## src/rtl/sw_debounce_pkg.sv

```systemverilog
// Shared defaults and helpers for the slide-switch debouncer.
// Import with: import sw_debounce_pkg::*;
package sw_debounce_pkg;

  localparam int unsigned SW_WIDTH_DEF    = 8;
  localparam int unsigned CLK_HZ_DEF      = 50_000_000;
  localparam int unsigned DEBOUNCE_MS_DEF = 10;

  // Converts a debounce window in milliseconds into a number of clock cycles.
  function automatic int unsigned stable_cycles(input int unsigned clk_hz,
                                                input int unsigned ms);
    return (clk_hz / 32'd1000) * ms;
  endfunction

endpackage

```

## src/rtl/sw_debounce_if.sv

```systemverilog
// Switch-side signal bundle of the debouncer: raw pins in, clean level and strobes out.
interface sw_debounce_if
  import sw_debounce_pkg::*;
#(
  parameter int unsigned WIDTH = SW_WIDTH_DEF
);

  logic [WIDTH-1:0] sw_raw;
  logic [WIDTH-1:0] sw_clean;
  logic [WIDTH-1:0] sw_rise;
  logic [WIDTH-1:0] sw_fall;
  logic             sw_changed;

  // Board / stimulus side.
  modport master (
    output sw_raw,
    input  sw_clean,
    input  sw_rise,
    input  sw_fall,
    input  sw_changed
  );

  // Debouncer side.
  modport slave (
    input  sw_raw,
    output sw_clean,
    output sw_rise,
    output sw_fall,
    output sw_changed
  );

endinterface

```

## src/rtl/sw_debounce_bit.sv

```systemverilog
// One switch channel: 2-FF synchroniser, stability counter, clean level and edge strobes.
module sw_debounce_bit
  import sw_debounce_pkg::*;
#(
  parameter int unsigned STABLE_CYCLES = stable_cycles(CLK_HZ_DEF, DEBOUNCE_MS_DEF)
) (
  input  logic clk_clk,
  input  logic reset_reset_n,
  input  logic raw,
  output logic clean,
  output logic rise,
  output logic fall,
  output logic toggle
);

  localparam int unsigned CNT_W = $clog2(STABLE_CYCLES);
  localparam logic [CNT_W-1:0] CntMax = CNT_W'(STABLE_CYCLES - 1);

  logic             sync1_q, sync2_q;
  logic [CNT_W-1:0] cnt_q, cnt_d;
  logic             clean_q, clean_d;
  logic             rise_q, rise_d;
  logic             fall_q, fall_d;
  logic             flip;

  // A full window of disagreement flips the clean level; any agreement drops all credit.
  always_comb begin
    cnt_d   = cnt_q;
    clean_d = clean_q;
    rise_d  = 1'b0;
    fall_d  = 1'b0;
    flip    = 1'b0;
    if (sync2_q == clean_q) begin
      cnt_d = '0;
    end else if (cnt_q == CntMax) begin
      flip    = 1'b1;
      cnt_d   = '0;
      clean_d = ~clean_q;
      rise_d  = ~clean_q;
      fall_d  = clean_q;
    end else begin
      cnt_d = cnt_q + CNT_W'(1);
    end
  end

  always_ff @(posedge clk_clk) begin
    if (!reset_reset_n) begin
      sync1_q <= 1'b0;
      sync2_q <= 1'b0;
      cnt_q   <= '0;
      clean_q <= 1'b0;
      rise_q  <= 1'b0;
      fall_q  <= 1'b0;
    end else begin
      sync1_q <= raw;
      sync2_q <= sync1_q;
      cnt_q   <= cnt_d;
      clean_q <= clean_d;
      rise_q  <= rise_d;
      fall_q  <= fall_d;
    end
  end

  assign clean  = clean_q;
  assign rise   = rise_q;
  assign fall   = fall_q;
  // Next-cycle strobe, used by the parent to register the combined change flag.
  assign toggle = flip;

endmodule

```

## src/rtl/sw_debounce.sv

```systemverilog
// Debounces WIDTH slide switches and flags every clean-level transition.
module sw_debounce
  import sw_debounce_pkg::*;
#(
  parameter int unsigned WIDTH         = SW_WIDTH_DEF,
  parameter int unsigned STABLE_CYCLES = stable_cycles(CLK_HZ_DEF, DEBOUNCE_MS_DEF)
) (
  input  logic          clk_clk,
  input  logic          reset_reset_n,
  sw_debounce_if.slave  sw
);

  logic [WIDTH-1:0] clean_v;
  logic [WIDTH-1:0] rise_v;
  logic [WIDTH-1:0] fall_v;
  logic [WIDTH-1:0] toggle_v;
  logic             changed_q, changed_d;

  for (genvar g = 0; g < WIDTH; g++) begin : gen_ch
    sw_debounce_bit #(
      .STABLE_CYCLES(STABLE_CYCLES)
    ) u_bit (
      .clk_clk      (clk_clk),
      .reset_reset_n(reset_reset_n),
      .raw          (sw.sw_raw[g]),
      .clean        (clean_v[g]),
      .rise         (rise_v[g]),
      .fall         (fall_v[g]),
      .toggle       (toggle_v[g])
    );
  end

  // Registered from the channels' next-cycle toggles so it lines up with rise/fall.
  always_comb begin
    changed_d = |toggle_v;
  end

  always_ff @(posedge clk_clk) begin
    if (!reset_reset_n) begin
      changed_q <= 1'b0;
    end else begin
      changed_q <= changed_d;
    end
  end

  assign sw.sw_clean   = clean_v;
  assign sw.sw_rise    = rise_v;
  assign sw.sw_fall    = fall_v;
  assign sw.sw_changed = changed_q;

endmodule
```

## src/flat_wrapper.sv

```systemverilog
// flat-port wrapper written by rule: the top's interface ports become plain ports
module sw_debounce_flat import sw_debounce_pkg::*;
#(
  parameter int unsigned WIDTH         = SW_WIDTH_DEF,
  parameter int unsigned STABLE_CYCLES = stable_cycles(CLK_HZ_DEF, DEBOUNCE_MS_DEF)
)
  (clk_clk, reset_reset_n, sw_sw_raw, sw_sw_clean, sw_sw_rise, sw_sw_fall, sw_sw_changed);
  sw_debounce_if #(.WIDTH(WIDTH)) sw_i ();
  input  logic clk_clk;
  input  logic reset_reset_n;
  input wire logic [$bits(sw_i.sw_raw)-1:0] sw_sw_raw;
  output wire logic [$bits(sw_i.sw_clean)-1:0] sw_sw_clean;
  output wire logic [$bits(sw_i.sw_rise)-1:0] sw_sw_rise;
  output wire logic [$bits(sw_i.sw_fall)-1:0] sw_sw_fall;
  output wire logic [$bits(sw_i.sw_changed)-1:0] sw_sw_changed;
  assign sw_i.sw_raw = sw_sw_raw;
  assign sw_sw_clean = sw_i.sw_clean;
  assign sw_sw_rise = sw_i.sw_rise;
  assign sw_sw_fall = sw_i.sw_fall;
  assign sw_sw_changed = sw_i.sw_changed;
  sw_debounce #(.WIDTH(WIDTH), .STABLE_CYCLES(STABLE_CYCLES)) u_core (.clk_clk(clk_clk), .reset_reset_n(reset_reset_n), .sw(sw_i));
endmodule
```

## config.mk

```make
export PLATFORM = sky130hd
export DESIGN_NAME = sw_debounce_flat
export DESIGN_NICKNAME = d
export VERILOG_FILES = /design/src/rtl/sw_debounce_pkg.sv /design/src/rtl/sw_debounce_if.sv /design/src/rtl/sw_debounce_bit.sv /design/src/rtl/sw_debounce.sv /design/src/flat_wrapper.sv
export SDC_FILE = /design/constraint.sdc
export NUM_CORES = 1
export LEC_CHECK = 0
export BUFFER_PORTS_ARGS = -buffer_cell sky130_fd_sc_hd__buf_2
export CORE_ASPECT_RATIO = 0.75
export CORE_UTILIZATION = 39
export CTS_CLUSTER_SIZE = 14
export DETAILED_ROUTE_END_ITERATION = 7
export HOLD_SLACK_MARGIN = 0.1
export SLEW_MARGIN = 20
export SYNTH_ARGS = -nofsm -noshare
export SYNTH_HDL_FRONTEND = slang
export SYNTH_SLANG_ARGS = --single-unit
```

## constraint.sdc

```tcl
create_clock -name clk_clk -period 2.9 [get_ports clk_clk]
set_clock_uncertainty 0.15 [all_clocks]
set_input_delay 0.145 -clock clk_clk [delete_from_list [all_inputs] [get_ports clk_clk]]
set_output_delay 0.145 -clock clk_clk [all_outputs]
set_load 0.01 [all_outputs]
```

==> results.sh, run 1 <==
export IMPL_grt_ovfl_total=0
export IMPL_worst_slack_ns=0.631
export IMPL_async_flop_share_pct=0
export IMPL_ff2ff_setup_slack_ns=0.63
export IMPL_ctsResizeCount=0
export IMPL_clock_tree_buffer_depth=2
export IMPL_clk_pin_slew_ns=0.07
export IMPL_period_share_pct=78.2
export IMPL_syn_area_per_cell_um2=8.87
export IMPL_die_w_um=171
export IMPL_crit_type="register to register"
export IMPL_critical_path_startpoint="u_core.gen_ch[4].u_bit.cnt_q[0]$_SDFF_PP0_"
export IMPL_cts_root_buf="clkbuf_16"
export IMPL_seq_area_frac_synth_pct=46.5
export IMPL_cp_start_kind="register"
export IMPL_hold_class="register to register"
export IMPL_dp_slack_ns=0.638
export IMPL_cts_buffers=17
export IMPL_p_leak_uw=0.00296
export IMPL_die_area_um2=21900
export IMPL_wl_per_cell_um=12.8
export IMPL_drc=0
export IMPL_worstMarginPinSlew_ns=0.477
export IMPL_vias=6399
export IMPL_synthFlopType="dfxtp_1"
export IMPL_grt_setup_unrepaired="no"
export IMPL_yosysWarnings=0
export IMPL_drive_above_1_share_pct=8.48
export IMPL_wirelength_mm=16.1
export IMPL_dpl_hpwl_mm=11.2
export IMPL_timing_fmax_mhz=441
export IMPL_tns_ns=0
export IMPL_grt_usage_pct=15.7
export IMPL_dr_wl_met3_um=435
export IMPL_top_layer="met4"
export IMPL_htree_levels=4
export IMPL_crit_required_ns=3.07
export IMPL_syn_num_nets=956
export IMPL_antenna_left=0
export IMPL_setup_viol=0
export IMPL_synth_cells=938
export IMPL_routed_via_density=5.07
export IMPL_die_height_um=128
export IMPL_vdd_drop_max_v=0.000383
export IMPL_power_density_nw_per_um2=550
export IMPL_min_from="u_core.gen_ch[4].u_bit.sync1_q$_SDFF_PN0_"
export IMPL_drtIter0Drc=396
export IMPL_grt_max_degree=32
export IMPL_cts_tree="built"
export IMPL_r2r_end="u_core.gen_ch[4].u_bit.cnt_q[10]$_SDFF_PP0_"
export IMPL_port_buffer_count=34
export IMPL_status="completed"
export IMPL_dr_wl_met2_mm=6.76
export IMPL_drv_cap=0
export IMPL_clkSinkCount=193
export IMPL_worstReg2RegStart="u_core.gen_ch[4].u_bit.cnt_q[0]$_SDFF_PP0_"
export IMPL_slew_violations=0
export IMPL_grt_first_pass_wirelength_mm=27.5
export IMPL_ios=35
export IMPL_start_util_pct=40.5
export IMPL_arrival_ns=2.44
export IMPL_antenna_cells=0
export IMPL_grt_pass1_vias=5710
export IMPL_syn2layout_area_growth_pct=12.4
export IMPL_r2r_cells=6
export IMPL_coreArea_um2=20600
export IMPL_ys_types=43
export IMPL_syn_area_um2=8320
export IMPL_finalHoldViolCount=0
export IMPL_min_period_ns=2.27
export IMPL_max_slew_margin_pct=67.8
export IMPL_worstSetupEndpoint="u_core.gen_ch[4].u_bit.cnt_q[10]$_SDFF_PP0_"
export IMPL_path_max_fanout=19
export IMPL_ys_ff_latch=193
export IMPL_globalplace_congestion=0.793
export IMPL_crit_path_end_kind="register"
export IMPL_first_pass_iters=4
export IMPL_synth_edf_count=0
export IMPL_met1_length_mm=8.78
export IMPL_clk_latency_ns=0.43
export IMPL_hold_ws_ns=0.281
export IMPL_antenna_found_initial=0
export IMPL_fp_row_count=45
export IMPL_nets=985
power breakdown:
| part | leakage, uW | internal (uW) | switching, uW |
|---|---|---|---|
| clock network | 0.000286 | 1380 | 1010 |
| registers | 0.00156 | 2660 | 7.87 |
| logic | 0.00111 | 28.6 | 41.6 |
| total | 0.00296 | 4070 | 1060 |
cells by family after synthesis:
logic type / synth area share (%)
AO/OA/AOI/OAI: 8.33
XOR/XNOR: 10.2
adder cells (fa/ha/maj): 1.20
buffers and inverters: 4.78
flip-flops: 46.5
AND/OR/NAND/NOR: 29.0
per-layer routing:
metal	GRT usage, %	vias to the layer above
met3	3.32	14
met2	22.9	67
li1	-	3363
met4	5.99	0
met5	0	-
met1	22.5	2955
stage by stage:
stage	util, %	power [uW]	instances	cell area [um2]
6_report	45.5	5140	1261	9350
2_1_floorplan	-	2770	938	8320
3_3_place_gp	42.1	2790	1221	8660
3_5_place_dp	42.1	2790	1221	8660
4_1_cts	45.5	5210	1261	9350
5_1_grt	45.5	5320	1261	9350
Yosys cell counts, drive strengths merged, types with 14 or more instances:
master  number  share of area (%)
a21oi       55                3.3
and2        22                1.7
and4        26                2.7
buf         28                2.5
clkbuf      16               0.72
dfxtp      193                 46
inv         35                1.6
nand2       51                2.3
nand3       48                2.9
nand4       42                3.2
nor2       122                5.5
nor4b       17                1.8
o21ai       43                2.6
o31ai       14                1.3
or3         43                3.2
or4         16                1.5
xnor2       42                4.4
xor2        55                5.8
worst max-delay path, stage by stage (launching register included):
cell and delay, ns:
dfxtp_1 0.37, ha_1 0.23, nand4_1 0.26, or4_1 0.61, o211ai_2 0.20, buf_4 0.26
nor2_1 0.07
placed cells by master, fill, tap and decap left out, drive strengths merged, types with 6 or more instances in the layout:
cell type / synthesis / final
clkbuf: 16 / 19
ha: 8 / 8
a21oi: 55 / 55
nor2: 122 / 122
nand3: 48 / 48
o21ai: 43 / 43
nand4: 42 / 42
nor4b: 17 / 17
o211ai: 6 / 6
o31ai: 14 / 14
nor4: 10 / 10
and3: 12 / 12
buf: 28 / 45
dlygate4sd3: 0 / 9
xor2: 55 / 55
or4: 16 / 16
inv: 35 / 38
xnor2: 42 / 42
dfxtp: 193 / 193
nor3: 11 / 11
or3: 43 / 43
nand2: 51 / 51
and2: 22 / 22
and4: 26 / 26
state kept, by name, indices dropped and copies added, names as in the netlist:
register	cells
u_core.gen_ch.u_bit.fall	8
u_core.gen_ch.u_bit.sync2_q	8
u_core.gen_ch.u_bit.sync1_q	8
u_core.gen_ch.u_bit.clean	8
u_core.gen_ch.u_bit.rise	8
u_core.gen_ch.u_bit.cnt_q	152
u_core.sw.sw_changed	1
cell type report:
class	instances	area [um2]
fill	1971	11200
sequential	193	3860
tap	282	353
multi-input combinational	666	4060
clock buffer	19	443
clock inverter	12	158
inverter	35	131
timing repair buffer	54	343
worst min-delay path by stage:
stage,cells after the start,endpoint
CTS,3,u_core.gen_ch[2].u_bit.sync1_q$_SDFF_PN0_
floorplan,1,u_core.gen_ch[0].u_bit.sync1_q$_SDFF_PN0_
global route,1,u_core.gen_ch[4].u_bit.sync2_q$_SDFF_PN0_
detailed placement,2,u_core.gen_ch[4].u_bit.sync1_q$_SDFF_PN0_
global placement,2,u_core.gen_ch[4].u_bit.sync1_q$_SDFF_PN0_
finish,1,u_core.gen_ch[4].u_bit.sync2_q$_SDFF_PN0_
what timing repair did:
| item | CTS | global route |
|---|---|---|
| buffers inserted | 0 | 0 |
| endpoints found under the hold margin | 22 | 0 |
| hold buffers | 9 | 0 |
(Power assumes the default switching activity.)
==> inputs of run 2 (changes only) <==
--- a/config.mk
+++ b/config.mk
@@ -5,6 +5,7 @@
 export SDC_FILE = /design/constraint.sdc
 export NUM_CORES = 1
 export LEC_CHECK = 0
+export ABC_AREA = 1
 export BUFFER_PORTS_ARGS = -buffer_cell sky130_fd_sc_hd__buf_2
 export CORE_ASPECT_RATIO = 0.75
 export CORE_UTILIZATION = 39
==> constraint.sdc (replaced) <==
create_clock -name clk_clk -period 2.2 [get_ports clk_clk]
set_clock_uncertainty 0.15 [all_clocks]
set_input_delay 0.11 -clock clk_clk [delete_from_list [all_inputs] [get_ports clk_clk]]
set_output_delay 0.11 -clock clk_clk [all_outputs]
set_load 0.01 [all_outputs]
==> results.sh, run 2 <==
export IMPL_status="completed"
export IMPL_cp_start_kind="register"
export IMPL_synth_cells=1150
export IMPL_yosys_area_share_simple_pct=34.2
export IMPL_hold_ws_ns=0.265
export IMPL_layout_commonest_cell="dfxtp_1"
export IMPL_syn2layout_area_growth_pct=11.5
export IMPL_crit_path_end_kind="register"
export IMPL_globalplace_congestion=0.810
export IMPL_setup_viol=0
export IMPL_syn_num_nets=1168
export IMPL_yosysWarnings=0
export IMPL_die_w_um=177
export IMPL_antenna_left=0
export IMPL_clkSinkCount=193
export IMPL_fin_util_pct=44.7
export IMPL_antenna_found_initial=0
export IMPL_cts_buffers=17
export IMPL_antenna_cells=0
export IMPL_grt_pass1_vias=6226
export IMPL_fp_row_count=47
export IMPL_clk_latency_ns=0.43
export IMPL_seq_area_frac_synth_pct=43.2
export IMPL_slew_violations=0
export IMPL_async_flop_share_pct=0
export IMPL_tns_ns=0
export IMPL_nets=1205
export IMPL_crit_type="register to register"
export IMPL_cts_tree="built"
export IMPL_synth_edf_count=0
export IMPL_die_area_um2=23500
export IMPL_path_max_fanout=12
export IMPL_cts_root_buf="clkbuf_16"
export IMPL_max_slew_margin_pct=72.5
export IMPL_power_density_nw_per_um2=671
export IMPL_p_leak_uw=0.00384
export IMPL_synthTopCellsByCount="193 x dfxtp_1, 189 x nor2_1, 167 x nand2_1, 151 x inv_1, 71 x nand3_1"
export IMPL_syn_area_per_cell_um2=7.77
export IMPL_ios=35
export IMPL_hold_class="register to register"
export IMPL_grt_ovfl_total=0
export IMPL_worstMarginPinSlew_ns=0.409
export IMPL_drive_above_1_share_pct=13.8
export IMPL_port_buffer_count=34
export IMPL_syn_area_um2=8930
export IMPL_synth_top_cell_area_share_pct=43.2
export IMPL_htree_levels=4
export IMPL_synth_xor_area_share_pct=5.88
export IMPL_largest_reg_flops=152
export IMPL_vdd_drop_max_v=0.000548
export IMPL_routed_via_density=4.58
export IMPL_grt_first_pass_wirelength_mm=28.8
export IMPL_yosysMostFrequentCell="dfxtp_1"
export IMPL_period_share_pct=84.3
export IMPL_synth_compound_area_share_pct=5.84
export IMPL_crit_required_ns=2.37
export IMPL_drtIter0Drc=417
export IMPL_finalHoldViolCount=0
export IMPL_start_util_pct=40.1
export IMPL_grt_max_degree=23
export IMPL_first_pass_iters=5
export IMPL_grt_usage_pct=15.1
export IMPL_synthAdderAreaFrac_pct=1.12
export IMPL_vias=6838
export IMPL_postCtsSetupBuffers=0
export IMPL_drc=0
export IMPL_fillers=2197
export IMPL_synth_top_family_by_area="simple AND/OR/NAND/NOR gates"
export IMPL_ys_ff_latch=193
export IMPL_drv_cap=0
export IMPL_die_height_um=133
export IMPL_synthFlopType="dfxtp_1"
export IMPL_yosysTopAreaCell="dfxtp_1"
export IMPL_max_flop_register="u_core.gen_ch.u_bit.cnt_q"
export IMPL_clock_tree_buffer_depth=2
export IMPL_grt_setup_unrepaired="no"
export IMPL_clk_pin_slew_ns=0.08
export IMPL_muxShareOfSynthArea_pct=0
export IMPL_wirelength_mm=16.4
export IMPL_coreArea_um2=22300
export IMPL_wl_per_cell_um=11.0
export IMPL_final_cell_mix="193 x dfxtp_1, 189 x nor2_1, 167 x nand2_1, 151 x inv_1, 71 x nand3_1"
export IMPL_synth_area_leaders="dfxtp_1 43%, nor2_1 7.9%, nand2_1 7.0%"
export IMPL_min_period_ns=1.85
export IMPL_arrival_ns=2.02
export IMPL_ys_types=42
export IMPL_timing_fmax_mhz=539
export IMPL_dpl_hpwl_mm=11.9
run 2: cell count changes after synthesis, moves of 18 or more:
cell | before | now
inv_1 | 35 | 151
xnor2_1 | 42 | 14
and4_1 | 26 | 0
or3_1 | 43 | 0
nand3_1 | 47 | 71
nand4_1 | 42 | 24
o21ai_0 | 41 | 12
nor3_1 | 11 | 40
nor2_1 | 122 | 189
nand2_1 | 51 | 167
and2_1 | 22 | 1
run 2: power by group:
group / switching (uW) / leakage [uW] / internal [uW]
Combinational: 61.7 / 0.00201 / 44.3
Clock: 1430 / 0.000279 / 1630
Sequential: 10.4 / 0.00156 / 3510
run 2: layout make-up:
type | count | area, um2 | area share (%)
clock buffers | 19 | 443 | 4.44
clock inverters | 13 | 140 | 1.41
inverters | 158 | 593 | 5.95
multi-input cells | 764 | 4200 | 42.2
flip-flops and latches | 193 | 3860 | 38.8
well taps | 294 | 368 | 3.69
repair buffers | 53 | 355 | 3.57
run 2: worst paths after layout:
kind	start	end	slack, ns	cells after the start
hold reg to reg	u_core.gen_ch[0].u_bit.sync1_q$_SDFF_PN0_	u_core.gen_ch[0].u_bit.sync2_q$_SDFF_PN0_	0.26	2
setup / recovery	u_core.gen_ch[5].u_bit.cnt_q[0]$_SDFF_PP0_	u_core.gen_ch[5].u_bit.cnt_q[10]$_SDFF_PP0_	0.35	8
setup reg to reg	u_core.gen_ch[5].u_bit.cnt_q[0]$_SDFF_PP0_	u_core.gen_ch[5].u_bit.cnt_q[10]$_SDFF_PP0_	0.35	8
hold / removal	u_core.gen_ch[0].u_bit.sync1_q$_SDFF_PN0_	u_core.gen_ch[0].u_bit.sync2_q$_SDFF_PN0_	0.26	2
run 2: metal layers:
layer	track usage, %	vias up	routed length, um	share of wire [%]
li1	-	3724	-	-
met1	21.7	3032	9040	55
met4	5.36	0	271	1.7
met2	21.6	66	6590	40
met5	0	-	0	0
met3	3.68	16	495	3.0
run 2: timing repair:
item,CTS,global route
hold endpoints to repair,20,0
hold buffers,17,0
resized for setup,0,0
run 2: kinds of logic after synthesis:
family / after synthesis
AO/OA/AOI/OAI: 91
adder cells (fa/ha/maj): 8
buffers and inverters: 193
flip-flops: 193
XOR/XNOR: 60
AND/OR/NAND/NOR: 605
run 2: per-stage QoR:
stage	instances	setup slack [ns]	total power (uW)	cell area [um2]
after floorplan	1150	0.624	3660	8930
after global placement	1445	0.392	3680	9210
after detailed placement	1445	0.357	3690	9210
after CTS	1494	0.345	6820	9970
after global routing	1494	0.132	6990	9970
final	1494	0.346	6690	9970
run 2: worst max-delay path: stages, from the launching register on:
cell     delay [ns]
dfxtp_1        0.35
ha_1           0.21
nand3_2        0.16
nor3_4         0.26
nand2_2        0.10
nand2_2        0.24
inv_2          0.13
o21ai_0        0.10
a21oi_1        0.05
==> inputs of run 3 (changes only) <==
==> constraint.sdc (replaced) <==
create_clock -name clk_clk -period 1.54 [get_ports clk_clk]
set_clock_uncertainty 0.15 [all_clocks]
set_input_delay 0.077 -clock clk_clk [delete_from_list [all_inputs] [get_ports clk_clk]]
set_output_delay 0.077 -clock clk_clk [all_outputs]
set_load 0.01 [all_outputs]
==> results.sh, run 3 (synthesis gave the netlist of run 2 again) <==
export IMPL_status="finished, violations left"
export IMPL_violations="negative setup slack"
export IMPL_crit_type="register to register"
export IMPL_fp_row_count=47
export IMPL_hold_ws_ns=0.263
export IMPL_htree_levels=4
export IMPL_arrival_ns=1.76
export IMPL_max_stage_delay_ns=0.37
export IMPL_intPower_uw=8100
export IMPL_antenna_cells=0
export IMPL_coreArea_um2=22300
export IMPL_setup_viol=21
export IMPL_ff2ff_setup_slack_ns=-0.04
export IMPL_grt_pass1_vias=7008
export IMPL_syn2layout_area_growth_pct=44.5
export IMPL_fillers=1940
export IMPL_timing_fmax_mhz=634
export IMPL_cts_root_buf="clkbuf_16"
export IMPL_cp_top_family="simple AND/OR/NAND/NOR gates"
export IMPL_clk_pin_slew_ns=0.07
export IMPL_dpl_hpwl_mm=13.3
export IMPL_max_slew_margin_pct=65.7
export IMPL_layout_commonest_cell="buf_4"
export IMPL_cts_buffers=17
export IMPL_dp_slack_ns=-0.110
export IMPL_die_area_um2=23500
export IMPL_finalHoldViolCount=0
export IMPL_cp_start_kind="register"
export IMPL_period_share_pct=102
export IMPL_worstMarginPinSlew_ns=0.514
export IMPL_ios=35
export IMPL_drive_above_1_share_pct=41.5
export IMPL_crit_required_ns=1.73
export IMPL_cts_tree="built"
export IMPL_die_w_um=177
export IMPL_antenna_found_initial=0
export IMPL_min_period_ns=1.58
export IMPL_final_cell_mix="178 x buf_4, 145 x nand2_1, 142 x inv_1, 140 x dfxtp_1, 138 x nor2_1"
export IMPL_grt_usage_pct=16.5
export IMPL_clock_tree_buffer_depth=2
export IMPL_port_buffer_count=34
export IMPL_wl_per_cell_um=11.9
export IMPL_seqPwrFrac_pct=49.0
export IMPL_crit_buf_inv=1
export IMPL_globalplace_congestion=0.803
export IMPL_grt_setup_unrepaired="yes"
export IMPL_worst_slack_ns=-0.0384
export IMPL_start_util_pct=40.1
export IMPL_grt_first_pass_wirelength_mm=31.9
export IMPL_cp_slowest_cell="dfxtp_4"
export IMPL_slew_violations=0
export IMPL_netSwitchingFraction_pct=20.8
export IMPL_first_pass_iters=5
export IMPL_fin_util_pct=57.9
export IMPL_max_flop_register="u_core.gen_ch.u_bit.cnt_q"
export IMPL_wirelength_mm=20.3
export IMPL_largest_reg_flops=152
export IMPL_routed_via_density=4.61
export IMPL_crit_path_end_kind="register"
export IMPL_grt_max_degree=17
export IMPL_vias=7841
export IMPL_power_density_nw_per_um2=792
export IMPL_path_cells="ha_4 > nand3_4 > nor3_4 > nand4_4 > nor2_1 > nand2_1 > nand3_1 > inv_1"
export IMPL_power_frac_clock_pct=48.5
export IMPL_antenna_left=0
export IMPL_hold_class="register to register"
export IMPL_nets=1413
export IMPL_p_leak_uw=0.00524
export IMPL_drv_cap=0
export IMPL_grt_ovfl_total=0
export IMPL_p_comb_share_pct=2.5
export IMPL_clkSinkCount=193
export IMPL_path_max_fanout=6
export IMPL_clk_latency_ns=0.43
export IMPL_die_height_um=133
export IMPL_drtIter0Drc=314
export IMPL_vdd_drop_max_v=0.000721
export IMPL_drc=0
export IMPL_p_switching_uw=2120
-- run 3: repair_timing --
item                       in CTS  in global routing
gates resized for setup        67                263
setup endpoints to repair     146                160
cloned                          2                  0
pin swaps                      24                 87
hold buffers                   17                  0
hold endpoints to repair       18                  0
setup buffers                   8                 41
-- run 3: worst min-delay path, stage by stage (launching register included) --
cell     delay [ns]
dfxtp_1        0.31
nand2_1        0.04
inv_1          0.04
-- run 3: cell type report --
class | instances | area [um2] | area share [%]
timing repair buffer | 259 | 2060 | 16.0
inverter | 158 | 603 | 4.67
sequential | 193 | 3960 | 30.7
tap | 294 | 368 | 2.85
clock buffer | 20 | 457 | 3.54
multi-input combinational | 766 | 5250 | 40.7
clock inverter | 12 | 203 | 1.57
-- run 3: power groups by stage --
stage	Combinational (uW)	Clock, uW	Sequential (uW)
2_1_floorplan	86.7	0	5140
3_3_place_gp	173	0	5140
3_5_place_dp	174	0	5140
4_1_cts	213	5070	5030
5_1_grt	275	5300	5010
6_report	251	4960	5010
-- run 3: through the flow --
step | instance area (um2) | TNS, ns | total power (uW) | instances
2_1_floorplan | 8950 | -0.0278 | 5230 | 1150
3_3_place_gp | 10500 | -2.47 | 5310 | 1603
3_5_place_dp | 10500 | -5.11 | 5320 | 1603
4_1_cts | 11700 | -0.119 | 10300 | 1662
5_1_grt | 12900 | -5.91 | 10600 | 1702
6_report | 12900 | -0.391 | 10200 | 1702
-- run 3: final timing paths --
path / from / to / depth (start not counted)
hold reg to reg: u_core.gen_ch[3].u_bit.sync1_q$_SDFF_PN0_ / u_core.gen_ch[3].u_bit.sync2_q$_SDFF_PN0_ / 2
hold / removal: u_core.gen_ch[3].u_bit.sync1_q$_SDFF_PN0_ / u_core.gen_ch[3].u_bit.sync2_q$_SDFF_PN0_ / 2
setup reg to reg: u_core.gen_ch[7].u_bit.cnt_q[0]$_SDFF_PP0_ / u_core.gen_ch[7].u_bit.cnt_q[16]$_SDFF_PP0_ / 8
setup / recovery: u_core.gen_ch[7].u_bit.cnt_q[0]$_SDFF_PP0_ / u_core.gen_ch[7].u_bit.cnt_q[16]$_SDFF_PP0_ / 8
-- run 3: metal layers --
metal	routed length [um]	global-route usage (%)	vias to the layer above	share of wire, %
met5	0	0	-	0
met1	10100	23.3	3607	50
met2	9460	25.4	69	47
met4	182	4.31	0	0.90
li1	-	-	4151	-
met3	518	3.53	14	2.6
